**src/rtl/rst_sequencer.sv**
```systemverilog
`default_nettype none
// ---------------------------------------------------------------------------
// rst_sequencer: lock-qualified ordered reset release plus a 1 ms tick.
// Revision: 1.0
// ---------------------------------------------------------------------------
module rst_sequencer #(
  parameter int LOCK_STABLE_CYC   = 1000,
  parameter int SYS_TO_PERIPH_CYC = 100,
  parameter int TICK_DIV          = 100000,
  parameter int LOST_CNT_W        = 8
) (
  input  logic                  iclk_100MHz,
  input  logic                  irst,
  input  logic                  ilocked,
  output logic                  orst_sys,
  output logic                  orst_periph,
  output logic                  oready,
  output logic                  otick_1ms,
  output logic [LOST_CNT_W-1:0] olock_lost_cnt,
  output logic [2:0]            ostate
);

  localparam int STAB_W = (LOCK_STABLE_CYC > 1) ? $clog2(LOCK_STABLE_CYC) : 1;
  localparam int DLY_W  = (SYS_TO_PERIPH_CYC > 1) ? $clog2(SYS_TO_PERIPH_CYC) : 1;
  localparam int DIV_W  = (TICK_DIV > 1) ? $clog2(TICK_DIV) : 1;

  localparam logic [STAB_W-1:0] STAB_LAST = STAB_W'(LOCK_STABLE_CYC - 1);
  localparam logic [DLY_W-1:0]  DLY_LAST  = DLY_W'(SYS_TO_PERIPH_CYC - 1);
  localparam logic [DIV_W-1:0]  DIV_LAST  = DIV_W'(TICK_DIV - 1);
  localparam logic [LOST_CNT_W-1:0] LOST_MAX = {LOST_CNT_W{1'b1}};

  localparam logic [2:0] WAIT_LOCK = 3'd0;
  localparam logic [2:0] STABILIZE = 3'd1;
  localparam logic [2:0] SYS_UP    = 3'd2;
  localparam logic [2:0] RUN       = 3'd3;
  localparam logic [2:0] LOST      = 3'd4;

  logic                  lk_meta;
  logic                  lk_s;
  logic [2:0]            state;
  logic [2:0]            next_state;
  logic [STAB_W-1:0]     stab_cnt;
  logic [DLY_W-1:0]      dly_cnt;
  logic [DIV_W-1:0]      div_cnt;
  logic [LOST_CNT_W-1:0] lost_cnt;
  logic                  div_run;

  // ilocked comes from another clock domain; only lk_s is used past here
  always_ff @(posedge iclk_100MHz) begin
    if (irst) begin
      lk_meta <= 1'b0;
      lk_s    <= 1'b0;
    end else begin
      lk_meta <= ilocked;
      lk_s    <= lk_meta;
    end
  end

  always_ff @(posedge iclk_100MHz) begin
    if (irst) begin
      state <= WAIT_LOCK;
    end else begin
      state <= next_state;
    end
  end

  always_comb begin
    next_state = state;
    case (state)
      WAIT_LOCK: begin
        if (lk_s) next_state = STABILIZE;
      end
      STABILIZE: begin
        // a dropout here is a glitch before release, not a counted loss
        if (!lk_s)                     next_state = WAIT_LOCK;
        else if (stab_cnt == STAB_LAST) next_state = SYS_UP;
      end
      SYS_UP: begin
        if (!lk_s)                   next_state = LOST;
        else if (dly_cnt == DLY_LAST) next_state = RUN;
      end
      RUN: begin
        if (!lk_s) next_state = LOST;
      end
      LOST:    next_state = WAIT_LOCK;
      default: next_state = WAIT_LOCK;
    endcase
  end

  assign div_run = (state == SYS_UP) || (state == RUN);

  always_ff @(posedge iclk_100MHz) begin
    if (irst) begin
      stab_cnt <= '0;
      dly_cnt  <= '0;
      div_cnt  <= '0;
      lost_cnt <= '0;
    end else begin
      if (state == STABILIZE && next_state == STABILIZE) stab_cnt <= stab_cnt + 1'b1;
      else                                               stab_cnt <= '0;

      if (state == SYS_UP && next_state == SYS_UP) dly_cnt <= dly_cnt + 1'b1;
      else                                         dly_cnt <= '0;

      // divider only survives SYS_UP/RUN-to-SYS_UP/RUN edges, so leaving clears it
      if (div_run && (next_state == SYS_UP || next_state == RUN)) begin
        if (div_cnt == DIV_LAST) div_cnt <= '0;
        else                     div_cnt <= div_cnt + 1'b1;
      end else begin
        div_cnt <= '0;
      end

      if (state != LOST && next_state == LOST && lost_cnt != LOST_MAX)
        lost_cnt <= lost_cnt + 1'b1;
    end
  end

  always_comb begin
    orst_sys    = 1'b1;
    orst_periph = 1'b1;
    oready      = 1'b0;
    case (state)
      SYS_UP: begin
        orst_sys = 1'b0;
      end
      RUN: begin
        orst_sys    = 1'b0;
        orst_periph = 1'b0;
        oready      = 1'b1;
      end
      default: begin
        orst_sys    = 1'b1;
        orst_periph = 1'b1;
        oready      = 1'b0;
      end
    endcase
    otick_1ms      = div_run && (div_cnt == DIV_LAST);
    olock_lost_cnt = lost_cnt;
    ostate         = state;
  end

endmodule
`default_nettype wire
```
**config.mk**
```make
export PLATFORM = sky130hd
export DESIGN_NAME = rst_sequencer
export DESIGN_NICKNAME = d
export VERILOG_FILES = /design/src/rtl/rst_sequencer.sv
export SDC_FILE = /design/constraint.sdc
export NUM_CORES = 1
export LEC_CHECK = 0
export BUFFER_PORTS_ARGS = -buffer_cell sky130_fd_sc_hd__buf_2
export CORE_ASPECT_RATIO = 2
export CORE_MARGIN = 3
export CORE_UTILIZATION = 58
export DETAILED_ROUTE_END_ITERATION = 10
export PLACE_DENSITY = 0.76
export REMOVE_ABC_BUFFERS = 1
export SYNTH_ARGS = -nofsm -noshare
export SYNTH_HDL_FRONTEND = slang
export SYNTH_SLANG_ARGS = --single-unit
export TNS_END_PERCENT = 1
```
**constraint.sdc**
```tcl
create_clock -name iclk_100MHz -period 2 [get_ports iclk_100MHz]
set_input_delay 0.4 -clock iclk_100MHz [delete_from_list [all_inputs] [get_ports iclk_100MHz]]
set_output_delay 0.4 -clock iclk_100MHz [all_outputs]
set_load 0.005 [all_outputs]
```
; Word-level counts from Yosys, hierarchy flattened
; Index checks and enable logic that the tools add are counted.
[totals]
register_bits = 47
latchBits = 0
mem_bits_rw = 0
mem_bits_ro = 0
inputBits = 3
output_inout_bits = 15
elab_cells = 49
memories = 0
[op_classes]
n_addsub = 4
n_mul = 0
div = 0
n_lt_le_gt_ge = 0
eq_ne = 12
shifts = 0
muxes = 10
n_bitwise = 3
reduce_logical = 13
[op_table]
columns = operator, n
row1 = $mux W3, 6
row2 = $add A17 B1 Y17 const B, 1
row3 = $eq A17 B17 Y1 const B, 1
row4 = $eq A3 B2 Y1 const B, 4
row5 = $pmux W3 S4, 1
row6 = $add A10 B1 Y10 const B, 1
row7 = $eq A10 B10 Y1 const B, 1
row8 = $add A8 B1 Y8 const B, 1
row9 = $ne A8 B8 Y1 const B, 1
row10 = $add A7 B1 Y7 const B, 1
row11 = $eq A7 B7 Y1 const B, 1
row12 = $eq A3 B1 Y1 const B, 2
row13 = $logic_and A1 B1 Y1, 6
row14 = $reduce_or A2 Y1, 3
row15 = $eq A3 B3 Y1 const B, 1
row16 = $logic_not A3 Y1, 1
row17 = $mux W1, 3
row18 = $ne A3 B3 Y1 const B, 1
row19 = $not A1 Y1, 3
row20 = $reduce_or A3 Y1, 1
row21 = $logic_or A1 B1 Y1, 2

; Longest topological paths before layout
[depth]
depth_word = 9
mapped_depth = 6
mapped_depth_nobuf = 5

; Worst setup path after synthesis
; No wires, ideal clock.
[synth_path]
path_type = register to register
startpoint = reg div_cnt[0]
endpoint = reg div_cnt[14]
setup_time_ps = 71
arrival_ps = 1575
required_time_ps = 1929
path_slack_ps = 354
path_stages_with_launch = 6
path_buffers = 0
synth_period_minus_slack_ps = 1646
cell_sequence = dfxtp_1 -> ha_1 -> nand2_1 -> or3_1 -> or4_1 -> a21oi_1
[synth_via]
elab_chain_cells = 2
word_cells_on_any_way = 3
classes_between = add/sub: 1 / eq/ne: 1 / reduce/logical: 1
[synth_rtl]
columns = element, line_no
row1 = start: declaration, 44  ; logic [DIV_W-1:0] div_cnt;
row2 = start signal: assignment, 108  ; else div_cnt <= div_cnt + 1'b1;
row3 = branches (longest 2 deep; another with $add A17 B1 Y17), --
; Several ways; the timed one is not identified.
; A chain may end at the register's enable or synchronous reset.

; Worst setup path after layout
[layout_path]
startpoint = reg div_cnt[0]
endpoint = out otick_1ms
[layout_via]
elab_chain_cells = 2
[layout_rtl]
columns = element, line_no
row1 = $eq A17 B17 Y1, 137  ; otick_1ms = div_run && (div_cnt == DIV_LAST);
row2 = $logic_and A1 B1 Y1, 137
row3 = end: declaration, 18  ; output logic otick_1ms,
; No other way between the ends.

==> run summary <==
Status: completed
Count leader, synth: dfxtp_1
Max Fclk: 525.3 MHz
CP Launch Type: register
Synth area leaders: dfxtp_1 (47%), nor2_1 (8.0%), xnor2_1 (7.8%)
Die Width: 47.67 um
DR WL/cell: 13.79 um
DRT Wirelength: 3.876 mm
WS Path Type: reg -> out
Final hold violation count: 0
Tcrit/Tclk final: 0.9519
Biggest cell delay along the critical path: 0.38 ns
Core area: 0.003266 mm^2
Fraction of layout cells with a size suffix above 1: 0.1240
RD Place Congestion: 0.7525
VDD IR-drop max: 0.5288 mV
Port Buffers: 17
Sequential share of the synthesized area: 0.4671
Initial antenna violation count: 0
Clock power share: 0.347
Worst min path class: in -> reg
Internal Pwr Total: 1175 uW
Cell Rows: 29
PwrDens: 650.8 mW/mm^2
Crit-path cells: ha_2 -> nand3_1 -> nand2b_1 -> nor4_1 -> buf_2
DP HPWL: 3.026 mm
Worst skew pair latency: 0.29 ns
CTS Buf Count: 5
Tightest Pin Transition: 0.4371 ns
Cell family with most CP delay: simple AND/OR/NAND/NOR gates
Setup_tns: 0 ns
CP max FO: 4
Antenna-violating nets left: 0
Boundary Pins: 18
Setup Buffers After CTS: 0
P&R area growth vs syn: 11.06%
Final min period: 1.904 ns
Vias per inst: 5.794
Final Setup Violations: 0
Post-CTS Hold Fix Bufs: 0
Synth Flop Type: dfxtp_1
Buffers plus inverters on the worst setup path: 1
LEAKAGE: 0.0007547 uW
CTS tree: built
Root Driver: clkbuf_8
Power share of the combinational group: 0.008
Share of the synthesized area in the top cell type: 0.4671
EDFF count, synth: 0
Yosys warnings: 0
Max-slew violation count: 0
Post-layout power: 1456 uW
Layout Skew: 0.007074 ns
Unrepaired setup endpoints after global routing: false
Die Area: 0.004259 mm^2
Via count: 1628
Resized Gates After CTS: 0
Max-cap viol count: 0
DRT Pass-1 Iters: 4
Flops & latches, synth: 47
Post-route non-filler standard cell count: 281
# nets final: 258
Largest net degree at the start of global routing: 13
Mapped Area: 0.002014 mm^2
Mapped Cells: 226
DRT iter0 DRCs: 28
Max-Slew Margin vs Limit: 0.7071
Number of global-route vias before repair: 1517
Switching part of the total: 0.1927
Ant. Diodes: 0
Crit-path slowest cell: dfxtp_1
TritonCTS Sinks: 47
Kind of end point of the critical path: primary output
Count of unique library cells instantiated by Yosys: 32
# DRC: 0
Share of async-settable or async-resettable flops after synthesis: 0
Synth Area per Inst: 8.913 um^2
Worst EP arrival: 1.50 ns
Maximum root-to-sink buffer count: 2
Dpl cells: 275
Top post-synthesis cells by count: dfxtp_1 (47), nor2_1 (43), xnor2_1 (18), nand3_1 (12)
GR Overflow Total: 0
Psw: 280.6 uW
H-tree Lvls: 2
First-pass GRT wire length: 6.568 mm
DIE HEIGHT: 89.35 um
Synth area leader: dfxtp_1
Critical path required time: 1.60 ns
Total GRT Usage: 0.2142
Seq pwr share: 0.645
Clk pin slew, worst setup/hold paths: 0.08 ns
Initial Util: 0.6169
-- per-stage QoR --
step                cell area, um^2    util  worst slack, ns  hold WS [ns]
finish                         2237  0.6851          0.09625        0.3796
global route                   2237  0.6851         0.001630        0.3869
CTS                            2228  0.6824          0.06632        0.3792
detailed placement             2156  0.6602           0.2515        0.4292
global placement               2156  0.6602           0.3028        0.4273
floorplan                      2002       -           0.3499        0.4132
-- power groups by stage --
stage | clock network (uW) | registers, uW | logic, uW
global route | 558 | 939 | 14.0
finish | 505 | 939 | 12.1
detailed placement | 0 | 961 | 12.3
global placement | 0 | 961 | 12.2
CTS | 521 | 939 | 12.4
floorplan | 0 | 961 | 3.76
-- worst reg2reg max path, stage by stage, from the launching register on --
cell	delay (ns)
dfxtp_1	0.38
ha_2	0.23
nand2_1	0.12
or3_1	0.40
or4_1	0.41
a21oi_1	0.14
-- worst paths after layout --
check / from / to / slack [ns] / cells after the start
worst min register to register: lk_meta$_SDFF_PP0_ / lk_s$_SDFF_PP0_ / 0.44 / 1
worst max-delay path: div_cnt[0]$_SDFF_PP0_ / otick_1ms / 0.1 / 5
worst min-delay path: ilocked / lk_meta$_SDFF_PP0_ / 0.38 / 2
worst max register to register: div_cnt[0]$_SDFF_PP0_ / div_cnt[14]$_SDFF_PP0_ / 0.25 / 5
-- cells in the final DEF (no fill, tap or decap), drive strengths merged --
cell | Yosys | layout
dfxtp | 47 | 47
nor2 | 43 | 43
buf | 1 | 21
xnor2 | 18 | 18
nand3 | 13 | 13
inv | 10 | 10
nand2 | 10 | 10
xor2 | 10 | 10
or3 | 9 | 9
nand4 | 7 | 7
a21oi | 7 | 7
nor4 | 6 | 6
nor3 | 6 | 6
clkbuf | 2 | 6
and3 | 5 | 5
o21ai | 5 | 5
ha | 4 | 4
nand2b | 3 | 3
o31ai | 3 | 3
o211ai | 3 | 3
nand4bb | 2 | 2
mux2i | 2 | 2
nand4b | 2 | 2
nor2b | 2 | 2
or4 | 2 | 2
nor4b | 1 | 1
and2 | 1 | 1
o31a | 1 | 1
nor3b | 1 | 1
-- cell families (layout without fill, tap and decap cells) --
| logic type | Yosys count | count (layout) | share of synthesized area |
|---|---|---|---|
| AO/OA/AOI/OAI | 19 | 19 | 0.05900 |
| AND/OR/NAND/NOR | 113 | 113 | 0.2925 |
| flip-flops | 47 | 47 | 0.4671 |
| XOR/XNOR | 28 | 28 | 0.1217 |
| adder cells (fa/ha/maj) | 4 | 4 | 0.02485 |
| multiplexers | 2 | 2 | 0.009938 |
| buffers and inverters | 13 | 37 | 0.02485 |
-- layer usage --
metal,track usage,wire length (um),vias up,share of wire
li1,-,-,829,-
met1,0.2154,1428,760,0.37
met2,0.3912,2189,29,0.56
met3,0.04637,134,10,0.035
met4,0.09804,123,0,0.032
met5,0,0,-,0
-- sequential cells by signal, indices dropped and copies added (netlist names) --
name,cells
olock_lost_cnt,8
dly_cnt,7
lk_meta,1
ostate,3
stab_cnt,10
div_cnt,17
lk_s,1
-- cell type report --
| cell class | instances | area [um^2] |
|---|---|---|
| Inverter | 10 | 37.54 |
| Fill cell | 279 | 1028 |
| Sequential cell | 47 | 940.9 |
| Timing Repair Buffer | 21 | 115.1 |
| Clock buffer | 6 | 72.57 |
| Tap cell | 31 | 38.79 |
| Multi-Input combinational cell | 166 | 1032 |
(Power assumes the default switching activity.)
